===== src/rtl/score_digit_converter_if.sv =====
`default_nettype none
// ============================================================================
// Module      : score_digit_converter_if
// Description : Bundle of frame trigger, binary scores and BCD/blank results
//               exchanged between the game core and the score digit converter.
//   master : drives frame_start, score, high_score; observes the results
//   slave  : the converter; consumes the inputs and drives score_digits,
//            high_digits, score_blank, high_blank, score_sat, busy, done
// Revision    : 1.0 - initial release
// ============================================================================
interface score_digit_converter_if #(
  parameter int IN_WIDTH = 32,
  parameter int DIGITS   = 3
);
  logic                  frame_start;
  logic [IN_WIDTH-1:0]   score;
  logic [IN_WIDTH-1:0]   high_score;
  logic [4*DIGITS-1:0]   score_digits;
  logic [4*DIGITS-1:0]   high_digits;
  logic [DIGITS-1:0]     score_blank;
  logic [DIGITS-1:0]     high_blank;
  logic                  score_sat;
  logic                  busy;
  logic                  done;

  modport master (
    output frame_start, score, high_score,
    input  score_digits, high_digits, score_blank, high_blank,
           score_sat, busy, done
  );

  modport slave (
    input  frame_start, score, high_score,
    output score_digits, high_digits, score_blank, high_blank,
           score_sat, busy, done
  );
endinterface
`default_nettype wire


===== src/rtl/score_digit_converter.sv =====
`default_nettype none
// ============================================================================
// Module      : score_digit_converter
// Description : Once per frame, clamps score and high_score to MAX_VALUE and
//               converts both to BCD with leading-zero blank masks using one
//               shared iterative double-dabble engine. Results are held
//               between conversions.
//   clk    : system clock, rising edge
//   reset  : asynchronous, active-low reset
//   bus    : slave side of score_digit_converter_if (frame_start, score,
//            high_score in; digits, blank masks, score_sat, busy, done out)
// Revision    : 1.0 - initial release
// ============================================================================
module score_digit_converter #(
  parameter int IN_WIDTH   = 32,
  parameter int DIGITS     = 3,
  parameter int MAX_VALUE  = 10**DIGITS - 1,
  parameter int SHIFT_BITS = $clog2(MAX_VALUE + 1)
) (
  input  wire logic             clk,
  input  wire logic             reset,
  score_digit_converter_if.slave bus
);

  localparam int BCD_W = 4 * DIGITS;
  localparam int CNT_W = $clog2(SHIFT_BITS + 1);

  localparam logic [IN_WIDTH-1:0]   C_MAX_IN   = IN_WIDTH'(MAX_VALUE);
  localparam logic [SHIFT_BITS-1:0] C_MAX_BIN  = SHIFT_BITS'(MAX_VALUE);
  localparam logic [CNT_W-1:0]      C_LAST_CNT = CNT_W'(SHIFT_BITS - 1);

  typedef enum logic [2:0] {
    ST_IDLE    = 3'd0,
    ST_LOAD    = 3'd1,
    ST_SHIFT_S = 3'd2,
    ST_STORE_S = 3'd3,
    ST_LOAD_H  = 3'd4,
    ST_SHIFT_H = 3'd5,
    ST_STORE_H = 3'd6
  } state_t;

  state_t                  state_q;
  logic [BCD_W-1:0]        bcd_q;
  logic [SHIFT_BITS-1:0]   bin_q;
  logic [SHIFT_BITS-1:0]   shadow_q;
  logic                    sat_pend_q;
  logic [CNT_W-1:0]        cnt_q;
  logic [BCD_W-1:0]        score_digits_q;
  logic [BCD_W-1:0]        high_digits_q;
  logic [DIGITS-1:0]       score_blank_q;
  logic [DIGITS-1:0]       high_blank_q;
  logic                    score_sat_q;
  logic                    busy_q;
  logic                    done_q;

  // Clamped snapshots of both inputs
  logic                    score_over_d;
  logic                    high_over_d;
  logic [SHIFT_BITS-1:0]   score_clamp_d;
  logic [SHIFT_BITS-1:0]   high_clamp_d;

  assign score_over_d  = (bus.score > C_MAX_IN);
  assign high_over_d   = (bus.high_score > C_MAX_IN);
  assign score_clamp_d = score_over_d ? C_MAX_BIN : bus.score[SHIFT_BITS-1:0];
  assign high_clamp_d  = high_over_d  ? C_MAX_BIN : bus.high_score[SHIFT_BITS-1:0];

  // Double-dabble step: add-3 correction on every nibble >= 5, then shift
  // {bcd, bin} left as one vector. The top bit shifted out is always zero
  // because the clamped value fits in DIGITS decimal digits.
  logic [BCD_W-1:0]             bcd_adj;
  logic [BCD_W+SHIFT_BITS-1:0]  shift_d;
  logic [BCD_W-1:0]             bcd_d;
  logic [SHIFT_BITS-1:0]        bin_d;

  for (genvar i = 0; i < DIGITS; i++) begin : g_adj
    assign bcd_adj[4*i +: 4] = (bcd_q[4*i +: 4] >= 4'd5) ? (bcd_q[4*i +: 4] + 4'd3)
                                                          : bcd_q[4*i +: 4];
  end

  assign shift_d = {bcd_adj, bin_q} << 1;
  assign bcd_d   = shift_d[BCD_W+SHIFT_BITS-1 : SHIFT_BITS];
  assign bin_d   = shift_d[SHIFT_BITS-1:0];

  // Leading-zero mask of the finished accumulator: digit i is blank when it
  // and every digit above it are zero. The ones digit is never blanked.
  logic [DIGITS:1]   zero_from;
  logic [DIGITS-1:0] blank_d;

  assign zero_from[DIGITS] = 1'b1;
  assign blank_d[0]        = 1'b0;

  for (genvar i = 1; i < DIGITS; i++) begin : g_blank
    assign zero_from[i] = zero_from[i+1] && (bcd_q[4*i +: 4] == 4'd0);
    assign blank_d[i]   = zero_from[i];
  end

  always_ff @(posedge clk or negedge reset) begin
    if (!reset) begin
      state_q        <= ST_IDLE;
      bcd_q          <= '0;
      bin_q          <= '0;
      shadow_q       <= '0;
      sat_pend_q     <= 1'b0;
      cnt_q          <= '0;
      score_digits_q <= '0;
      high_digits_q  <= '0;
      score_blank_q  <= '0;
      high_blank_q   <= '0;
      score_sat_q    <= 1'b0;
      busy_q         <= 1'b0;
      done_q         <= 1'b0;
    end else begin
      done_q <= 1'b0;
      case (state_q)
        ST_IDLE: begin
          if (bus.frame_start) begin
            state_q <= ST_LOAD;
          end
        end
        ST_LOAD: begin
          // Both inputs captured on the same edge so the pair is coherent
          bin_q      <= score_clamp_d;
          shadow_q   <= high_clamp_d;
          sat_pend_q <= score_over_d;
          bcd_q      <= '0;
          cnt_q      <= '0;
          busy_q     <= 1'b1;
          state_q    <= ST_SHIFT_S;
        end
        ST_SHIFT_S: begin
          bcd_q <= bcd_d;
          bin_q <= bin_d;
          cnt_q <= cnt_q + CNT_W'(1);
          if (cnt_q == C_LAST_CNT) begin
            state_q <= ST_STORE_S;
          end
        end
        ST_STORE_S: begin
          score_digits_q <= bcd_q;
          score_blank_q  <= blank_d;
          score_sat_q    <= sat_pend_q;
          state_q        <= ST_LOAD_H;
        end
        ST_LOAD_H: begin
          bin_q   <= shadow_q;
          bcd_q   <= '0;
          cnt_q   <= '0;
          state_q <= ST_SHIFT_H;
        end
        ST_SHIFT_H: begin
          bcd_q <= bcd_d;
          bin_q <= bin_d;
          cnt_q <= cnt_q + CNT_W'(1);
          if (cnt_q == C_LAST_CNT) begin
            state_q <= ST_STORE_H;
          end
        end
        ST_STORE_H: begin
          high_digits_q <= bcd_q;
          high_blank_q  <= blank_d;
          done_q        <= 1'b1;
          busy_q        <= 1'b0;
          state_q       <= ST_IDLE;
        end
        default: begin
          state_q <= ST_IDLE;
        end
      endcase
    end
  end

  assign bus.score_digits = score_digits_q;
  assign bus.high_digits  = high_digits_q;
  assign bus.score_blank  = score_blank_q;
  assign bus.high_blank   = high_blank_q;
  assign bus.score_sat    = score_sat_q;
  assign bus.busy         = busy_q;
  assign bus.done         = done_q;

endmodule
`default_nettype wire


===== src/flat_wrapper.sv =====
// flat-port wrapper written by rule: the top's interface ports become plain ports
module score_digit_converter_flat 
#(
  parameter int IN_WIDTH   = 32,
  parameter int DIGITS     = 3,
  parameter int MAX_VALUE  = 10**DIGITS - 1,
  parameter int SHIFT_BITS = $clog2(MAX_VALUE + 1)
)
  (clk, reset, bus_frame_start, bus_score, bus_high_score, bus_score_digits, bus_high_digits, bus_score_blank, bus_high_blank, bus_score_sat, bus_busy, bus_done);
  score_digit_converter_if #(.IN_WIDTH(IN_WIDTH), .DIGITS(DIGITS)) bus_i ();
  input  wire logic clk;
  input  wire logic reset;
  input wire logic [$bits(bus_i.frame_start)-1:0] bus_frame_start;
  input wire logic [$bits(bus_i.score)-1:0] bus_score;
  input wire logic [$bits(bus_i.high_score)-1:0] bus_high_score;
  output wire logic [$bits(bus_i.score_digits)-1:0] bus_score_digits;
  output wire logic [$bits(bus_i.high_digits)-1:0] bus_high_digits;
  output wire logic [$bits(bus_i.score_blank)-1:0] bus_score_blank;
  output wire logic [$bits(bus_i.high_blank)-1:0] bus_high_blank;
  output wire logic [$bits(bus_i.score_sat)-1:0] bus_score_sat;
  output wire logic [$bits(bus_i.busy)-1:0] bus_busy;
  output wire logic [$bits(bus_i.done)-1:0] bus_done;
  assign bus_i.frame_start = bus_frame_start;
  assign bus_i.score = bus_score;
  assign bus_i.high_score = bus_high_score;
  assign bus_score_digits = bus_i.score_digits;
  assign bus_high_digits = bus_i.high_digits;
  assign bus_score_blank = bus_i.score_blank;
  assign bus_high_blank = bus_i.high_blank;
  assign bus_score_sat = bus_i.score_sat;
  assign bus_busy = bus_i.busy;
  assign bus_done = bus_i.done;
  score_digit_converter #(.IN_WIDTH(IN_WIDTH), .DIGITS(DIGITS), .MAX_VALUE(MAX_VALUE), .SHIFT_BITS(SHIFT_BITS)) u_core (.clk(clk), .reset(reset), .bus(bus_i));
endmodule

===== config.mk =====
export PLATFORM = sky130hd
export DESIGN_NAME = score_digit_converter_flat
export DESIGN_NICKNAME = d
export VERILOG_FILES = /design/src/rtl/score_digit_converter_if.sv /design/src/rtl/score_digit_converter.sv /design/src/flat_wrapper.sv
export SDC_FILE = /design/constraint.sdc
export NUM_CORES = 1
export LEC_CHECK = 0
export CORE_MARGIN = 3
export CORE_UTILIZATION = 45
export DETAILED_ROUTE_END_ITERATION = 7
export PLACE_DENSITY = 0.84
export SLEW_MARGIN = 20
export SYNTH_ARGS = -nofsm -noshare
export SYNTH_HDL_FRONTEND = slang
export SYNTH_SLANG_ARGS = --single-unit

===== constraint.sdc =====
create_clock -name clk -period 3.5 [get_ports clk]
set_clock_uncertainty 0.1 [all_clocks]
set_input_delay 0.35 -clock clk [delete_from_list [all_inputs] [get_ports clk]]
set_output_delay 0.35 -clock clk [all_outputs]
set_load 0.01 [all_outputs]

==> impl_metrics.py <==
metrics = {
    "yosys": {
        "synthArstFlopShare_pct": 100,
        "synthCells": 389,
        "synth_area_um2": 3770,
        "syn_area_per_cell_um2": 9.70,
        "synth_seq_cells": 71,
        "yosysSeqAreaShare_pct": 47.1,
        "synth-main-ff-cell": "dfrtp_1",
        "synth-edff-count": 0,
        "ys_types": 52,
        "yosys_warnings": 0,
    },
    "floorplanning": {
        "num_rows": 32,
        "die_y_um": 97.6,
        "die_w_um": 97.6,
        "top_level_ports": 100,
        "dieArea_um2": 9520,
        "core_area_um2": 7930,
        "initial_core_util_pct": 47.6,
    },
    "job": {
        "drv_cap": 0,
    },
    "power": {
        "p_total_mw": 3.77,
        "powerDensity_nw_per_um2": 749,
        "irDropWorstVdd_uv": 294,
        "leakage_nw": 2.10,
    },
    "timing": {
        "fin_crit_sh_pct": 66.1,
        "whs_ns": 0.321,
        "finalHoldViolCount": 0,
        "finalSetupViolCount": 0,
        "max_clock_freq_ghz": 0.432,
        "rsz0062_at_grt": "no",
        "slew_viol_final": 0,
        "tightest_slew_ns": 0.851,
        "slew_headroom_pct": 43.2,
        "period_minus_slack_ns": 2.31,
        "finalSetupTns_ns": 0,
    },
    "cts": {
        "numCtsBuffers": 9,
        "clkTransAtPathRegs_ns": 0.07,
        "h-tree-depth": 3,
        "clkSinkCount": 71,
        "cts_tree": "built",
        "clock_latency_ns": 0.35,
        "post_cts_buffers": 0,
        "clockBufferDepth": 2,
        "cts_root_buffer": "clkbuf_8",
    },
    "place": {
        "portBuffers": 97,
        "dpl.cell_count": 576,
        "post-dp-hpwl_um": 6870,
        "gp_congestion": 0.903,
    },
    "critical_path": {
        "crit_path_end_kind": "flip-flop",
        "cpLargestDelayFamily": "simple AND/OR/NAND/NOR gates",
        "startpoint_type": "flip-flop",
        "arrival_ns": 2.45,
        "max_stage_delay_ns": 0.68,
        "critPathKind": "reg2reg",
        "cpMaxStageDelayCell": "dfrtp_1",
        "path_max_fanout": 24,
        "required_ns": 3.64,
        "path_buf_inv": 0,
        "crit_chain": "nor2b_2 > nand2_1 > mux2_2",
    },
    "final_layout": {
        "fillers": 657,
        "final_cell_count_no_fill": 593,
        "nNetsFinal": 562,
        "final_cell_mix": "clkdlybuf4s50_1 (96), dfrtp_1 (71), nand2_1 (42)",
        "drive_gt1_share_pct": 9.57,
        "diodes": 0,
        "area_growth_pct": 33.1,
        "layout_commonest_cell": "clkdlybuf4s50_1",
    },
    "detailed_routing": {
        "wl_um": 9270,
        "drt_iter0_drc": 191,
        "vias": 3397,
        "wire_per_inst_um": 15.6,
        "remaining_drc_errors": 0,
        "ant_nets": 0,
        "dr.pass1.iters": 4,
        "vias_per_cell": 5.73,
    },
    "global_route": {
        "grt_pass1_vias": 3403,
        "overflow": 0,
        "grt_max_degree": 42,
        "grt_pass1_wl_um": 15900,
        "track_usage_pct": 20.1,
        "antenna_found_initial": 0,
    },
    "outcome": {
        "status": "finished, final reports clean",
    },
    "min_path": {
        "hold_path.class": "in2async",
    },
}
-- per-layer routing --
metal	track usage (%)	vias to the layer above	routed length, µm
li1	-	1611	-
met1	24.8	1643	3970
met2	34.9	133	4610
met3	5.46	10	583
met4	5.01	0	109
met5	0	-	0
-- power by group --
part | total [mW] | internal (mW) | switching, mW
clock | 0.712 | 0.403 | 0.309
combinational | 1.75 | 0.832 | 0.922
sequential | 1.30 | 1.08 | 0.219
total | 3.77 | 2.31 | 1.45
-- path summary, 6_finish.rpt --
check | startpoint | endpoint | slack, ns | cells past startpoint
min in group clk | u_core.shadow_q[4] | u_core.shadow_q[4] | 0.38 | 2
hold reg to reg | u_core.shadow_q[4] | u_core.shadow_q[4] | 0.38 | 2
max in group asynchronous | reset | u_core.state_q[2] | 2.22 | 3
hold / removal | reset | u_core.bcd_q[3] | 0.32 | 2
setup / recovery | u_core.state_q[1] | u_core.bus.high_digits[6] | 1.19 | 3
setup reg to reg | u_core.state_q[1] | u_core.bus.high_digits[6] | 1.19 | 3
-- sequential cells by signal, summed over array words and instances (netlist names) --
name	count
u_core.bus.score_sat	1
u_core.bus.high_digits	12
u_core.cnt_q	4
u_core.bin_q	10
u_core.bcd_q	12
u_core.bus.busy	1
u_core.bus.done	1
u_core.state_q	3
u_core.bus.high_blank	2
u_core.bus.score_digits	12
u_core.shadow_q	10
u_core.bus.score_blank	2
u_core.sat_pend_q	1
-- cells by family after synthesis --
kind of cell,synth area share [%]
AND/OR/NAND/NOR,16.6
adder cells (fa/ha/maj),2.98
flip-flops,47.1
buffers and inverters,5.20
XOR/XNOR,1.39
multiplexers,6.56
AO/OA/AOI/OAI,20.1
other,0.0993
-- worst register-to-register path, cell delays in order (launching register included) --
cell and delay, ns:
dfrtp_1 0.68, nor2b_2 0.37, nand2_1 0.55, mux2_2 0.49
-- repair_timing --
item	CTS	global route
resized for setup	0	0
hold buffers	1	0
hold endpoints to repair	12	0
setup endpoints to repair	0	0
-- layout make-up --
class	instances	area, µm²	share of cell area, %
sequential	71	1780	35.4
timing repair buffer	107	1040	20.8
inverter	15	56.3	1.12
multi-input combinational	282	1810	35.9
tap	102	128	2.54
clock inverter	5	82.6	1.64
clock buffer	11	131	2.62
-- synthesized netlist by cell type (all sizes together) (4+ instances only) --
cell | instances | area, µm²
a21oi | 24 | 120
a221oi | 4 | 35.0
a22o | 9 | 78.8
a22oi | 7 | 52.6
buf | 18 | 125
clkbuf | 4 | 15.0
dfrtp | 71 | 1780
ha | 9 | 113
inv | 14 | 52.6
mux2 | 14 | 158
mux2i | 9 | 90.1
nand2 | 42 | 158
nand2b | 8 | 50.1
nand4 | 5 | 31.3
nor2 | 29 | 111
nor2b | 5 | 33.8
nor3 | 5 | 40.0
nor3b | 4 | 30.0
nor4 | 9 | 56.3
o21ai | 33 | 165
o22ai | 13 | 81.3
o31ai | 6 | 45.0
or3 | 8 | 50.1
xnor2 | 5 | 43.8
-- stage by stage --
step,util (%),setup WS (ns),area [µm²]
2_1_floorplan,-,1.90,3780
3_3_place_gp,60.5,1.17,4800
3_5_place_dp,60.5,1.11,4800
4_1_cts,63.4,1.19,5020
5_1_grt,63.4,0.983,5020
6_report,63.4,1.19,5020
Note: power is estimated with default switching activity, not from simulation.
